## src/rtl/axi_bridge_pkg.sv

```systemverilog
// Shared encodings for the cache-to-AXI3 bridge.
package axi_bridge_pkg;

    // Request type encodings used on rd_type / wr_type.
    localparam logic [2:0] TYPE_BYTE = 3'b000;
    localparam logic [2:0] TYPE_HALF = 3'b001;
    localparam logic [2:0] TYPE_WORD = 3'b010;
    localparam logic [2:0] TYPE_LINE = 3'b100;

    // AXI3 constants.
    localparam logic [1:0] BURST_INCR = 2'b01;
    localparam logic [2:0] SIZE_WORD  = 3'd2;

    typedef enum logic {AR_IDLE, AR_VALID} ar_state_t;
    typedef enum logic [1:0] {W_IDLE, W_SEND, W_RESP} w_state_t;

    // Number of byte-offset bits within a cache line.
    function automatic int unsigned line_off_w(input int unsigned line_words);
        return $clog2(4 * line_words);
    endfunction

endpackage

```

## src/rtl/rr_arbiter.sv

```systemverilog
// Round-robin arbiter: highest priority starts at ptr, one-hot grant out.
module rr_arbiter #(
    parameter int unsigned N     = 2,
    parameter int unsigned PTR_W = 1
) (
    input  logic [N-1:0]     req,
    input  logic [PTR_W-1:0] ptr,
    output logic [N-1:0]     grant
);

    // Scan requests starting at ptr and grant the first one found.
    always_comb begin
        logic             found;
        logic [PTR_W-1:0] idx;
        grant = '0;
        found = 1'b0;
        idx   = '0;
        for (int unsigned k = 0; k < N; k++) begin
            idx = PTR_W'((32'(ptr) + k) % N);
            if (!found && req[idx]) begin
                grant[idx] = 1'b1;
                found      = 1'b1;
            end
        end
    end

endmodule

```

## src/rtl/axi_cache_bridge.sv

```systemverilog
// Bridge from CPU cache refill/writeback ports to one AXI3 master.
module axi_cache_bridge
    import axi_bridge_pkg::*;
#(
    parameter int unsigned NRD        = 2,
    parameter int unsigned LINE_WORDS = 4,
    parameter int unsigned ID_W       = 4
) (
    input  logic                    aclk,
    input  logic                    areset,
    // cache read ports
    input  logic [NRD-1:0]          rd_req,
    output logic [NRD-1:0]          rd_rdy,
    input  logic [3*NRD-1:0]        rd_type,
    input  logic [32*NRD-1:0]       rd_addr,
    output logic [NRD-1:0]          ret_valid,
    output logic                    ret_last,
    output logic [31:0]             ret_data,
    // cache write port
    input  logic                    wr_req,
    output logic                    wr_rdy,
    input  logic [2:0]              wr_type,
    input  logic [31:0]             wr_addr,
    input  logic [3:0]              wr_wstrb,
    input  logic [32*LINE_WORDS-1:0] wr_data,
    // AXI3 AR
    output logic [ID_W-1:0]         arid,
    output logic [31:0]             araddr,
    output logic [3:0]              arlen,
    output logic [2:0]              arsize,
    output logic [1:0]              arburst,
    output logic [1:0]              arlock,
    output logic [3:0]              arcache,
    output logic [2:0]              arprot,
    output logic                    arvalid,
    input  logic                    arready,
    // AXI3 R
    input  logic [ID_W-1:0]         rid,
    input  logic [31:0]             rdata,
    input  logic [1:0]              rresp,
    input  logic                    rlast,
    input  logic                    rvalid,
    output logic                    rready,
    // AXI3 AW
    output logic [ID_W-1:0]         awid,
    output logic [31:0]             awaddr,
    output logic [3:0]              awlen,
    output logic [2:0]              awsize,
    output logic [1:0]              awburst,
    output logic [1:0]              awlock,
    output logic [3:0]              awcache,
    output logic [2:0]              awprot,
    output logic                    awvalid,
    input  logic                    awready,
    // AXI3 W
    output logic [ID_W-1:0]         wid,
    output logic [31:0]             wdata,
    output logic [3:0]              wstrb,
    output logic                    wlast,
    output logic                    wvalid,
    input  logic                    wready,
    // AXI3 B
    input  logic [ID_W-1:0]         bid,
    input  logic [1:0]              bresp,
    input  logic                    bvalid,
    output logic                    bready
);

    localparam int unsigned LINE_OFF_W = line_off_w(LINE_WORDS);
    localparam int unsigned LINE_AW    = 32 - LINE_OFF_W;
    localparam int unsigned CNT_W      = $clog2(LINE_WORDS);
    localparam int unsigned PTR_W      = (NRD > 1) ? $clog2(NRD) : 1;

    ar_state_t ar_state, ar_next;
    w_state_t  w_state, w_next;

    logic [NRD-1:0]   busy, hazard, eligible, grant;
    logic [PTR_W-1:0] rr_ptr, grant_idx;
    logic [31:0]      sel_addr;
    logic [2:0]       sel_type;
    logic             ar_accept, wr_accept;
    logic             aw_done, w_done, aw_hs, w_hs;
    logic [CNT_W-1:0] cnt;
    logic [31:0]      wbuf [LINE_WORDS];
    logic             unused_resp;

    assign unused_resp = ^{rresp, bresp, bid};

    assign arburst = BURST_INCR;
    assign awburst = BURST_INCR;
    assign arlock  = '0;
    assign arcache = '0;
    assign arprot  = '0;
    assign awlock  = '0;
    assign awcache = '0;
    assign awprot  = '0;
    assign awid    = ID_W'(NRD - 1);
    assign wid     = ID_W'(NRD - 1);

    // Read ports stalled by an in-flight or same-cycle write to the same line.
    always_comb begin
        hazard = '0;
        for (int unsigned i = 0; i < NRD; i++) begin
            hazard[i] = ((w_state != W_IDLE) &&
                         (rd_addr[32*i + LINE_OFF_W +: LINE_AW] == awaddr[31:LINE_OFF_W])) ||
                        (wr_accept &&
                         (rd_addr[32*i + LINE_OFF_W +: LINE_AW] == wr_addr[31:LINE_OFF_W]));
        end
        eligible = rd_req & ~busy & ~hazard;
    end

    rr_arbiter #(.N(NRD), .PTR_W(PTR_W)) u_arb (
        .req   (eligible),
        .ptr   (rr_ptr),
        .grant (grant)
    );

    // Decode the winning port's index, address and type.
    always_comb begin
        grant_idx = '0;
        sel_addr  = '0;
        sel_type  = '0;
        for (int unsigned i = 0; i < NRD; i++) begin
            if (grant[i]) begin
                grant_idx = PTR_W'(i);
                sel_addr  = rd_addr[32*i +: 32];
                sel_type  = rd_type[3*i +: 3];
            end
        end
    end

    // AR FSM next state, read accept and R routing.
    always_comb begin
        ar_next   = ar_state;
        rd_rdy    = '0;
        ar_accept = 1'b0;
        arvalid   = 1'b0;
        if (!areset) begin
            case (ar_state)
                AR_IDLE: if (|grant) begin
                    rd_rdy    = grant;
                    ar_accept = 1'b1;
                    ar_next   = AR_VALID;
                end
                AR_VALID: begin
                    arvalid = 1'b1;
                    if (arready) ar_next = AR_IDLE;
                end
                default: ar_next = AR_IDLE;
            endcase
        end
        rready = ~areset;
        for (int unsigned i = 0; i < NRD; i++) begin
            ret_valid[i] = rvalid & (rid == ID_W'(i)) & busy[i] & ~areset;
        end
        ret_data = rdata;
        ret_last = rlast;
    end

    // AR state, latched request fields and round-robin pointer.
    always_ff @(posedge aclk) begin
        if (areset) begin
            ar_state <= AR_IDLE;
            arid     <= '0;
            araddr   <= '0;
            arlen    <= '0;
            arsize   <= '0;
            rr_ptr   <= '0;
        end else begin
            ar_state <= ar_next;
            if (ar_accept) begin
                arid   <= ID_W'(grant_idx);
                araddr <= sel_addr;
                arlen  <= (sel_type == TYPE_LINE) ? 4'(LINE_WORDS - 1) : 4'd0;
                arsize <= (sel_type == TYPE_LINE) ? SIZE_WORD : {1'b0, sel_type[1:0]};
                rr_ptr <= (32'(grant_idx) == NRD - 1) ? '0 : grant_idx + 1'b1;
            end
        end
    end

    // Per-port outstanding flag: set on accept, cleared by that port's rlast.
    always_ff @(posedge aclk) begin
        if (areset) begin
            busy <= '0;
        end else begin
            for (int unsigned i = 0; i < NRD; i++) begin
                if (rvalid && rlast && (rid == ID_W'(i))) busy[i] <= 1'b0;
                if (ar_accept && grant[i]) busy[i] <= 1'b1;
            end
        end
    end

    // Write FSM next state and AW/W/B handshake outputs.
    always_comb begin
        w_next    = w_state;
        wr_rdy    = (w_state == W_IDLE) & ~areset;
        awvalid   = (w_state == W_SEND) & ~aw_done & ~areset;
        wvalid    = (w_state == W_SEND) & ~w_done & ~areset;
        bready    = (w_state == W_RESP) & ~areset;
        wdata     = wbuf[cnt];
        wlast     = (4'(cnt) == awlen);
        wr_accept = wr_req & wr_rdy;
        aw_hs     = awvalid & awready;
        w_hs      = wvalid & wready;
        case (w_state)
            W_IDLE: if (wr_accept) w_next = W_SEND;
            W_SEND: if ((aw_done | aw_hs) & (w_done | (w_hs & wlast))) w_next = W_RESP;
            W_RESP: if (bvalid) w_next = W_IDLE;
            default: w_next = W_IDLE;
        endcase
    end

    // Write state, AW fields, beat counter and channel-done flags.
    always_ff @(posedge aclk) begin
        if (areset) begin
            w_state <= W_IDLE;
            awaddr  <= '0;
            awlen   <= '0;
            awsize  <= '0;
            wstrb   <= '0;
            cnt     <= '0;
            aw_done <= 1'b0;
            w_done  <= 1'b0;
        end else begin
            w_state <= w_next;
            if (wr_accept) begin
                awaddr  <= wr_addr;
                awlen   <= (wr_type == TYPE_LINE) ? 4'(LINE_WORDS - 1) : 4'd0;
                awsize  <= (wr_type == TYPE_LINE) ? SIZE_WORD : {1'b0, wr_type[1:0]};
                wstrb   <= (wr_type == TYPE_LINE) ? 4'hf : wr_wstrb;
                cnt     <= '0;
                aw_done <= 1'b0;
                w_done  <= 1'b0;
            end else begin
                if (aw_hs) aw_done <= 1'b1;
                // Counter holds on the last beat so it never wraps within a burst.
                if (w_hs) begin
                    if (wlast) w_done <= 1'b1;
                    else       cnt    <= cnt + 1'b1;
                end
            end
        end
    end

    // Line buffer capture on write accept.
    always_ff @(posedge aclk) begin
        if (wr_accept) begin
            for (int unsigned k = 0; k < LINE_WORDS; k++) begin
                wbuf[k] <= wr_data[32*k +: 32];
            end
        end
    end

endmodule

```

## config.mk

```make
export PLATFORM = sky130hd
export DESIGN_NAME = axi_cache_bridge
export DESIGN_NICKNAME = d
export VERILOG_FILES = /design/src/rtl/axi_bridge_pkg.sv /design/src/rtl/rr_arbiter.sv /design/src/rtl/axi_cache_bridge.sv
export SDC_FILE = /design/constraint.sdc
export NUM_CORES = 1
export LEC_CHECK = 0
export BUFFER_PORTS_ARGS = -buffer_cell sky130_fd_sc_hd__buf_2
export CAP_MARGIN = 10
export CELL_PAD_IN_SITES_DETAIL_PLACEMENT = 1
export CELL_PAD_IN_SITES_GLOBAL_PLACEMENT = 2
export CORE_MARGIN = 1
export CORE_UTILIZATION = 28
export DETAILED_ROUTE_END_ITERATION = 7
export GPL_TIMING_DRIVEN = 0
export HOLD_SLACK_MARGIN = 0.06
export PLACE_DENSITY_LB_ADDON = 0.1
export RECOVER_POWER = 25
export SYNTH_ARGS = -nofsm -noshare
export SYNTH_HDL_FRONTEND = slang
export SYNTH_SLANG_ARGS = --single-unit
```

## constraint.sdc

```tcl
create_clock -name aclk -period 7.25 [get_ports aclk]
set_input_delay 1.45 -clock aclk [delete_from_list [all_inputs] [get_ports aclk]]
set_output_delay 1.45 -clock aclk [all_outputs]
set_load 0.02 [all_outputs]
```

==> flow_results.org, run 1 <==
** Floorplan
- Placeable core region :: 35,500 µm²
- 484 I/O pins were placed.
- In this run the core area contains 69 standard-cell rows.
- The die covers 36,700 µm².
- Die Width :: around 190 µm
- For this configuration, the core starts out at a cell density of 0.283.
- The die is 191 µm tall.

** Pwr
- Power per cell area :: around 240 nW/µm²
- The design draws 3.34 mW.
- IR analysis of the VDD net gives a maximum drop of 162 µV.
- For this design the static power due to leakage is 5.63 nW.

** Clock network
- After clock tree synthesis, the clock-pin slew on the worst setup and hold paths is 60 ps.
- Counting along the longest clock path gives a buffer depth of 3.
- Insertion delay to the later sink of the worst-skew pair :: between 500 and 600 ps
- Clock tree from TritonCTS :: yes
- In this run the number of H-tree levels came out at 1.
- Clock tree synthesis selected as its root buffer the cell clkbuf_16.
- The clock drives between 200 and 250 sinks.
- For this design, the CTS-stage hold fixing added 0 buffers.
- Post-CTS repair changed the size of 0 cells.
- Clock tree synthesis inserted a total of 26 buffers.
- Post-CTS timing repair inserted 0 buffers for setup.

** Final layout
- Area growth from synthesis to final layout :: 35.7%
- For this run, the post-layout net count is approximately 1,600.
- Filler instances :: a little over 4,000
- Fraction of layout instances using a drive strength above 1 :: 0.457

** GRT
- In the global route stage, overall resource usage came out at 0.201.
- Number of global-route vias before repair :: 8,306
- Pin count of the biggest net entering global routing :: 63
- The initial antenna violation count was 11.
- Global-route wire length before repair :: 54,100 µm
- Total gr overflow :: 0

** Critical path
- Counting cells, the worst reg-to-reg path comes to 9.
- Type of the worst setup path :: in -> out
- STA puts the critical path data arrival time at 4190 ps.
- Critical path, cell by cell :: buf_2, xnor2_1, nand4_1, nor4_1, a21boi_0, a211oi_2, buf_4, buf_4, and2_1, buf_2
- Crit path required time :: about 5800 ps
- Largest fanout on the critical path :: 10
- Peak per-stage delay on the critical path :: 670 ps
- Startpoint type of the worst setup path :: primary input
- The worst setup path is captured at an output pin.
- The worst register-to-register path ends at araddr[24]$_SDFFE_PP0N_.
- Crit path max-delay family :: simple AND/OR/NAND/NOR gates
- Among all stages on the critical path, the largest delay is contributed by nor4_1.
- The startpoint identified for the worst register-to-register timing path is awaddr[28]$_SDFFE_PP0P_.
- Count of buffering cells on the critical path with inverters included :: 4
- The worst register-to-register path has a setup slack of 4130 ps.

** Synth
- Cell area after synthesis :: around 10,000 µm²
- The share of synthesized area in the top cell type comes to 0.382.
- Count of flip-flops with a built-in enable after synthesis :: roughly 130
- Part of the Yosys area used for sequential elements :: 0.556
- Avg Synthesized Cell Area :: between 10 and 15 µm²
- Fraction of registers with async set/reset :: 0
- Synth warn :: 0
- For this run, the leading register cell type out of synthesis is edfxtp_1.
- The synthesized design spends more area on one cell type than any other, namely edfxtp_1.
- Number of distinct standard cells referenced by the synthesized netlist :: 51
- Instance count of the mapped netlist :: 813
- Counting flops and latches in the post-synthesis netlist gives 215.
- Dominant cells by area after synthesis :: edfxtp_1 38%, dfxtp_1 17%, mux4_2 7.2%

** STA
- Of the available clock period, the critical path in the final layout requires 0.778.
- Setup repair after global routing left no endpoint under its margin.
- Number of max-slew violations in the final report :: 0
- For the final database, setup skew stands at 11.9 ps.
- Setup slack on the critical path of the routed design comes to 1610 ps.
- Hold Violations, Final :: 0
- Static timing analysis puts the maximum clock frequency at 177 MHz.
- Headroom to the max-slew limit came out at 0.363.
- Final setup fails :: 0
- TNS Setup :: 0 ps
- Fin crit period :: 5640 ps
- Worst-Margin Slew :: about 960 ps

** Route
- For this run, design rule violations remaining after detail routing come to 0.
- Antenna Violating Nets Remaining :: 0
- Via Count :: 8,061
- Final routed wirelength across all metal layers :: roughly 38,000 µm
- For this block, the initial DRC count from the detailed router was 345.
- Number of vias per cell :: 4.57
- For this run, the detailed router's first-pass iteration total came to 4.
- Wire per inst :: 21.5 µm

** Min path
- The worst hold path terminates at awsize[0]$_SDFFE_PP0P_.
- The path class of the tightest hold or removal check is reg -> reg.
- Counting instances, the worst hold path has a depth of 2.
- In this run the most critical hold path is launched from awsize[0]$_SDFFE_PP0P_.

** Place
- Estimated wirelength of the detail-placed design :: 30,400 µm
- Timing analysis after detailed placement gives a worst setup slack of 1700 ps.
- Weighted congestion reported at the end of routability-driven placement :: 0.787
- Number of input and output port buffers inserted :: roughly 400

** Run status
- The flow ran to the end, and the final reports show no timing, DRC or antenna violations.

** Flow run
- Count of max-cap constraint violations :: 0
-- sequential cells by signal, indices dropped and copies added, names as in the netlist, 2 cells and up, named ones only --
name,count
wbuf,128
araddr,32
awaddr,32
wstrb,4
arsize,2
awsize,2
busy,2
cnt,2
w_state,2
-- cell usage after synthesis, drive strengths merged (4+ instances only) --
cell type / n
a211oi: 4
xnor2: 63
clkbuf: 19
nand2: 80
nor2b: 8
mux4: 32
nor4: 17
nor2: 44
nand3: 5
dfxtp: 87
inv: 4
o21ai: 39
edfxtp: 128
a221oi: 33
a21oi: 13
nor3: 44
xor2: 50
nand4: 14
buf: 95
and2: 5
-- placed cells by master, fill, tap and decap left out, types with 3 or more instances in the layout --
cell         n
a211oi_2     3
a21oi_1     13
a221oi_1    33
and2_1       5
buf_1        6
buf_2      410
buf_4       77
buf_6        5
clkbuf_1    21
clkbuf_16   26
clkbuf_8     3
clkinv_1     8
clkinv_2     4
conb_1      39
dfxtp_1     87
diode_2      4
edfxtp_1   128
inv_1        4
mux4_2      32
nand2_1     79
nand3_1      4
nand4_1     14
nor2_1      44
nor2b_1      8
nor3_1      21
nor3_2      22
nor4_1      17
o21ai_0     39
xnor2_1     63
xor2_1      50
-- cell families (layout without fill, tap and decap cells) --
family                    Yosys count  count (layout)  share of synthesized area
xor gates and xnor gates          113             113                     0.0985
muxes                              32              32                     0.0717
AOI/OAI and AO/OA                 107             107                     0.0779
DFF                               215             215                      0.556
other                               2              43                   0.000747
buffers and inverters             120             570                     0.0783
and+or+nand+nor                   224             224                      0.117
-- how the worst max path moves through the flow --
stage / to / depth (start not counted) / slack [ps] / start
global route: rd_rdy[0] / 10 / 1570 / rd_addr[60]
global placement: wbuf[2][15]$_DFFE_PP_ / 6 / -1730 / areset
finish: rd_rdy[0] / 10 / 1610 / rd_addr[60]
detailed placement: rd_rdy[0] / 10 / 1700 / rd_addr[60]
CTS: rd_rdy[0] / 10 / 1680 / rd_addr[60]
floorplan: wbuf[0][0]$_DFFE_PP_ / 6 / 670 / areset
-- area by class of cell --
cell class / instances / area, µm² / share of cell area
sequential: 215 / 5590 / 0.409
multi-input combinational: 515 / 3820 / 0.280
timing repair buffer: 405 / 2060 / 0.151
buffer: 114 / 767 / 0.0562
clock buffer: 32 / 703 / 0.0515
tap: 461 / 577 / 0.0423
clock inverter: 13 / 95.1 / 0.00697
inverter: 6 / 23.8 / 0.00174
antenna: 4 / 10.0 / 0.000734
-- metal layers --
layer	GRT usage	wire [µm]	vias to the layer above
met5	0	93	-
met4	0.0412	618	14
met3	0.0532	2940	52
met2	0.362	19300	280
met1	0.238	15100	3895
li1	-	-	3820
-- tightest hold or removal path, stage by stage (launching register included) --
cell and delay, ps:
dfxtp_1 300, nand2_1 50, o21ai_0 60
-- stage by stage --
stage                     instances  hold WS (ps)  instance area [µm²]  utilization
final                          1765           458                13600        0.384
after global routing           1764           502                13600        0.384
after CTS                      1761           462                13600        0.384
after detailed placement       1716           454                12800        0.362
after global placement         1714           446                12800        0.360
after floorplan                 850           446                10200            -
-- where the power goes --
group          total (mW)  internal [mW]  switching, mW  leakage [nW]
combinational       0.653          0.249          0.404          3.34
sequential           1.44           1.39         0.0492          1.91
clock                1.24          0.717          0.524         0.389
total                3.34           2.36          0.978          5.63
Power figures use the tool's default switching activity.
==> run 2, diff against run 1 <==
- clock period: 7.25 -> 5.42 ns (I/O delays scaled with it)
==> flow_results.org, run 2 (synthesized netlist as in run 1, its figures left out) <==
** Route
- The total via count after detailed routing was 8,099 (+0.47%).
- Number of vias per cell :: 4.58 (+0.36%)
- First DRT Iteration DRCs :: 269 (-22%)
- Final routed wirelength across all metal layers :: 38,000 µm (about the same)
- Wire per inst :: 21.5 µm (-0.20%)
- DRC :: 0 (unchanged)
- The residual antenna-violating net count after detailed routing was 0 (unchanged).
- The iteration count of the initial detailed-routing pass was 4 (unchanged).

** Floorplan
- The area of the core region is 35,500 µm² (unchanged).
- Y dimension of the die :: 191 µm (unchanged)
- The die area is 36,700 µm² (unchanged).
- Initial standard-cell utilization of the core :: 0.283 (unchanged)
- Total number of placement rows :: 69 (unchanged)
- Number of I/O pins :: 484 (unchanged)
- Die Width :: 191 µm (unchanged)

** GRT
- The remaining global-route overflow was 0 (unchanged).
- Global-route wire length before repair :: 53,700 µm (-0.66%)
- Overall global routing resource usage :: 0.201 (-0.000443)
- The largest net degree at the start of global routing came to 95 (+51%).
- The number of global-route vias before repair came to 8,261 (-0.54%).
- The initial antenna violation count is 14 (+3).

** Critical path
- Traced cell by cell, the critical path runs through buf_2, xnor2_1, nand4_1, nor4_1, a21boi_0, a211oi_2, buf_4, buf_4, and2_1, buf_2.
- Library cell contributing the largest single delay on the critical path :: nor4_1
- The largest stage delay on the critical path was 660 ps (about the same).
- Crit path max-delay family :: simple AND/OR/NAND/NOR gates
- Crit path required time :: 4340 ps (-1460 ps)
- The critical path is of the in -> out type.
- The data arrival time at the worst-slack endpoint was 3750 ps (-440 ps).
- Largest fanout on the critical path :: 10 (unchanged)
- The count of buffer and inverter cells on the critical path was 4 (unchanged).
- Crit. End Element :: output pin
- STA classifies the critical path startpoint as a primary input.

** STA
- Tightest slew margin relative to the limit :: 0.347 (-0.0158)
- The slack of the critical path is 584 ps (-1020 ps).
- The hold violation count in the final report is 0 (unchanged).
- Of the available clock period, the critical path in the final layout requires 0.892.
- Worst-Margin Slew :: 979 ps (+23.7 ps)
- The count of endpoints failing setup in the final report is 0 (unchanged).
- Fin Clk Skew :: 27.4 ps (+15.4 ps)
- Fin crit period :: 4840 ps
- Unrepaired setup endpoints after global routing :: false
- The count of pins over their slew limit was 0 (unchanged).
- Maximum frequency from static timing analysis :: between 200 and 250 MHz

** Place
- Estimated wirelength of the detail-placed design :: 30,400 µm (about the same)
- The pre-CTS setup slack is 596 ps (-1110 ps).
- Weighted congestion reported at the end of routability-driven placement :: 0.800 (+1.7%)
- The count of buffers inserted at the top-level ports came to 403 (unchanged).
- Placed Instance Area :: 12,800 µm² (-0.11%)
- The instance count after placement with tap cells included was 1,715 (-0.058%).

** Pwr
- The standby leakage power was 5.62 nW (-0.25%).
- The power density normalized to cell area came to 326 nW/µm² (+33%).
- Worst IR drop on VDD :: 196 µV (+21%)

** Final layout
- The non-filler instance count after layout came to 1,767 (+0.11%).
- The register area is 5590 µm² (unchanged).
- The library cell used most frequently in the layout, excluding fill and tap cells, is buf_2.
- The largest registers in the layout are wbuf x128, araddr x32, awaddr x32.
- Final Instance Area :: 13,600 µm² (-0.17%)
- The ratio of cells with drive above 1 in the final layout is 0.455 (-0.00154).
- Flip-flop count of the largest register after layout :: 128 (unchanged)
- Area growth from synthesis to final layout :: 35.5%
- Leaving out fill and tap cells, the most frequent cells in the layout are 410 x buf_2, 128 x edfxtp_1, 87 x dfxtp_1.
- More flip-flops sit in one register than any other, and that register is wbuf.
- Filler instances :: 4,037 (+0.15%)
- The final net count was 1,574 (-0.063%).
- The utilization after layout was 0.384 (-0.000669).
- Area of combinational cells with multiple inputs :: 3820 µm² (unchanged)

** Clock network
- The maximum number of buffers from clock root to sink came to 3 (unchanged).
- Clock slew at the register clock pins of the worst setup and hold paths :: 60 ps (about the same)
- Number of buffers inserted to repair setup after CTS :: 0 (unchanged)
- The number of H-tree branching levels is 1 (unchanged).
- TritonCTS built the clock tree.
- Resized Gates After CTS :: 0 (unchanged)
- The number of hold-repair buffers added at the cts stage came to 0 (unchanged).
- Number of buffers inserted during clock tree synthesis :: 26 (unchanged)
- The insertion delay to the later sink of the worst-skew pair is 540 ps (about the same).
- Clk Tree Root Cell :: clkbuf_16
- The number of clock sinks seen by CTS was 215 (unchanged).

** Flow run
- The number of maximum-capacitance violations is 0 (unchanged).

** Run status
- Status :: finished, final reports clean

** Min path
- Hold Crit Class :: reg -> reg
-- run 2: cell count changes in the layout (fill, tap and decap cells not counted), sizes merged --
cell / delta
clkinv: -4
buf: -1
diode: +2
clkbuf: +5
-- run 2: stage by stage --
stage / setup TNS [ps] / total power [mW] / hold WS (ps)
global placement: -13970 / 2.84 / 444
CTS: 0 / 4.52 / 466
finish: 0 / 4.45 / 460
floorplan: 0 / 2.46 / 446
detailed placement: 0 / 2.85 / 456
global route: 0 / 4.64 / 500
-- run 2: final timing paths --
kind / depth (start not counted) / end / startpoint / slack [ps]
setup / recovery: 10 / rd_rdy[0] / rd_addr[60] / 580
setup reg to reg: 9 / araddr[26]$_SDFFE_PP0N_ / awaddr[28]$_SDFFE_PP0P_ / 2350
hold / removal: 2 / awaddr[1]$_SDFFE_PP0P_ / awaddr[1]$_SDFFE_PP0P_ / 460
hold reg to reg: 2 / awaddr[1]$_SDFFE_PP0P_ / awaddr[1]$_SDFFE_PP0P_ / 460
-- run 2: layout make-up --
class                   count  area share
repair buffers            404       0.150
well taps                 461      0.0424
clock buffers              37      0.0524
diodes                      6     0.00110
multi-input cells         515       0.280
flip-flops and latches    215       0.410
plain buffers             114      0.0568
clock inverters             9     0.00515
inverters                   6     0.00175
-- run 2: report_power, final --
part	internal [mW]	switching, mW
registers	1.86	0.0673
logic	0.331	0.542
clock network	0.957	0.684
-- run 2: metal layers --
metal  up-vias  global-route usage  part of all wire
li1       3818                   -                 -
met1      3897               0.247              0.41
met2       311               0.344              0.49
met3        55              0.0597             0.085
met4        18              0.0421             0.016
met5         -                   0            0.0030
-- run 2: tightest hold or removal path, cell delays in order (launching register included) --
cell and delay, ps:
dfxtp_1 310, nand2_1 50, o21ai_0 60
==> run 3, diff against run 2 <==
--- a/config.mk
+++ b/config.mk
@@ -11,6 +11,5 @@
 export CELL_PAD_IN_SITES_GLOBAL_PLACEMENT = 2
-export CORE_MARGIN = 1
-export CORE_UTILIZATION = 28
+export CORE_AREA = 2 2 187 189
 export DETAILED_ROUTE_END_ITERATION = 7
-export GPL_TIMING_DRIVEN = 0
+export DIE_AREA = 0 0 189 191
 export HOLD_SLACK_MARGIN = 0.06
==> constraint.sdc (replaced) <==
create_clock -name aclk -period 5.8 [get_ports aclk]
set_input_delay 0.87 -clock aclk [delete_from_list [all_inputs] [get_ports aclk]]
set_output_delay 0.87 -clock aclk [all_outputs]
set_load 0.02 [all_outputs]
==> flow_results.org, run 3 (synthesized netlist as in run 1, its figures left out) <==
** Run status
- Status :: finished, final reports clean

** Floorplan
- Number of I/O pins :: 484 (unchanged)
- The die area is 36,100 µm² (-1.5%).
- The die height is 191 µm (-0.24%).
- The starting density of the core is 0.295 (+0.0113).
- The area of the core region was 34,100 µm² (-3.8%).
- Die Width :: 189 µm (-1.3%)
- Total number of placement rows :: 68 (-1.4%)

** Final layout
- The number of flip-flops in the largest register was 128 (unchanged).
- Filler instances :: 3,826 (-5.2%)
- The non-filler instance count after layout is 1,627 (-7.9%).
- Most common cell after layout, fill and taps aside :: buf_2
- The largest registers in the layout are wbuf x128, araddr x32, awaddr x32.
- Relative to the synthesized area, the layout overhead comes to 27.1%.
- The ratio of cells with drive above 1 in the final layout came to 0.411 (-0.0442).
- Commonest cells after routing, fill and taps aside :: 372 x buf_2, 128 x edfxtp_1, 86 x dfxtp_1
- The utilization after layout came to 0.374 (-0.00940).
- Register with the most flip-flops :: wbuf
- Layout net count :: 1,438 (-8.6%)

** Pwr
- Sequential fraction of design power :: 0.443 (+0.009)
- Net switching power :: 1.16 mW (-10%)
- Internal power :: 2.92 mW (-7.5%)
- The standby leakage power came to 5.05 nW (-10%).
- Net Sw Frac :: 0.285 (-0.00631)
- Power share of the clock group :: 0.381 (+0.012)
- The power density normalized to cell area came to 319 nW/µm² (-2.2%).
- The part of the power in combinational logic came to 0.176 (-0.020).
- Total power after layout :: 4.08 mW (-8.3%)
- The worst-case vdd ir drop was 211 µV (+7.4%).

** Place
- The count of buffers inserted at the top-level ports is 372 (-7.7%).
- The sum of net half-perimeters after detailed placement is 26,700 µm (-12%).
- Post-Place Cells :: 1,573 (-8.3%)
- Weighted congestion reported at the end of routability-driven placement :: 0.806 (+0.74%)
- Pre-CTS setup slack :: 1610 ps (+1020 ps)

** GRT
- The total track usage was 0.190 (-0.0110).
- Total gr overflow :: 0 (unchanged)
- The global routing stage identified its most utilized layer as met2.
- The largest net degree at the start of global routing was 79 (-17%).
- Met1 usage :: 0.230 (-0.0169)
- GR met3 Demand/Resource :: 0.0604 (+0.000734)
- The number of global-route vias before repair is 7,857 (-4.9%).
- Met2 Use GR :: 0.328 (-0.0161)
- Global-route wire length before repair :: 51,100 µm (-4.9%)
- The initial antenna violation count is 7 (-7).

** STA
- Fin crit period :: ~4000 ps
- Unrepaired setup endpoints after global routing :: false
- Tightest slew margin relative to the limit :: 0.355 (+0.00791)
- Worst-Margin Slew :: 967 ps (-11.9 ps)
- Number of max-slew violations in the final report :: 0 (unchanged)
- The setup TNS after final layout came to 0 ps (unchanged).
- Hold Violations, Final :: 0 (unchanged)
- Final setup margin :: 1810 ps (+1220 ps)
- Final setup fails :: 0 (unchanged)
- Fin Clk Skew :: 9.52 ps (-17.8 ps)
- Dividing the final minimum period by the clock period gives 0.689.
- For this run, the top clock speed supported by timing is about 250 MHz.

** Route
- First DRT Iteration DRCs :: 281 (+4.5%)
- Initial DRT Pass Iterations :: 8 (+4)
- The residual antenna-violating net count after detailed routing came to 0 (unchanged).
- Final routed wirelength across all metal layers :: 35,500 µm (-6.5%)
- Wire per inst :: 21.8 µm (+1.5%)
- Number of vias per cell :: 4.65 (+1.6%)
- The total via count after detailed routing is 7,573 (-6.5%).
- DRC :: 0 (unchanged)

** Critical path
- The critical path in this run is classified as in -> out.
- Largest fanout on the critical path :: 3 (-7)
- Crit path required time :: 4930 ps (+590 ps)
- Startpoint type of the worst setup path :: primary input
- Minimum setup slack among reg-to-reg paths :: 2220 ps (-130 ps)
- Data arrival, critical path :: 3120 ps (-630 ps)
- Crit. End Element :: output pin

** Clock network
- Insertion delay to the later sink of the worst-skew pair :: 530 ps (about the same)
- Resized Gates After CTS :: 0 (unchanged)
- The clock transition at the register clock pins on the worst setup and hold paths after CTS came to 50 ps (about the same).
- The number of hold-repair buffers added at the cts stage came to 0 (unchanged).
- The number of clock sinks seen by CTS is 215 (unchanged).
- Buffers from clock root to sink, at most :: 3 (unchanged)
- Number of levels the H-tree was split into :: 1 (unchanged)
- Clk Tree Root Cell :: clkbuf_16
- Clock tree from TritonCTS :: yes
- The number of buffers created by CTS came to 26 (unchanged).
- The setup fix buffers added after clock tree synthesis was 0 (unchanged).

** Min path
- The worst hold path belongs to the class reg -> reg.

** Flow run
- The number of maximum-capacitance violations is 0 (unchanged).
## run 3: cell types whose count changed in the layout (fill, tap and decap cells not counted), moves of 2 or more
cell	previous run	this run
a211oi_4	0	2
clkbuf_1	28	10
buf_1	6	0
buf_6	5	0
a211oi_2	3	1
clkinv_2	6	0
buf_4	77	10
clkinv_1	3	6
buf_2	410	372
## run 3: cell type report
class                   count  area, µm²  share of cell area
multi-input cells         515       3830               0.300
flip-flops and latches    215       5590               0.437
clock buffers              39        741              0.0580
well taps                 455        569              0.0446
inverters                   6       27.5             0.00215
repair buffers            382       1940               0.152
clock inverters             8       63.8             0.00500
diodes                      7       17.5             0.00137
## run 3: per-layer routing
| metal | wire [µm] | share of wire |
|---|---|---|
| met1 | 14300 | 0.40 |
| met4 | 499 | 0.014 |
| met5 | 17 | 0.00048 |
| met2 | 17400 | 0.49 |
| met3 | 3220 | 0.091 |
## run 3: worst paths after layout
path	start	endpoint	cells after the start
setup / recovery	rd_addr[60]	rd_rdy[0]	8
setup reg to reg	w_state[1]$_SDFFE_PP0P_	arsize[1]$_SDFFE_PP0N_	9
hold / removal	awaddr[0]$_SDFFE_PP0P_	awaddr[0]$_SDFFE_PP0P_	2
hold reg to reg	awaddr[0]$_SDFFE_PP0P_	awaddr[0]$_SDFFE_PP0P_	2
## run 3: power groups by stage
stage,registers (mW),logic [mW],clock network (mW)
after floorplan,1.90,0.399,0
after detailed placement,1.84,0.733,0
after global routing,1.82,0.783,1.68
after global placement,1.84,0.727,0
final,1.81,0.718,1.55
after CTS,1.81,0.736,1.61
## run 3: stage by stage
stage / hold slack [ps] / cell area, µm²
floorplan: 446 / 10200
global placement: 451 / 12000
detailed placement: 456 / 12000
CTS: 470 / 12800
global route: 484 / 12800
finish: 465 / 12800
## run 3: worst max-delay path, stage by stage
cell and delay, ps:
buf_2 130, xnor2_1 320, nand4_1 150, nor4_1 700
a21boi_0 300, a211oi_4 300, and2_1 170, buf_2 190
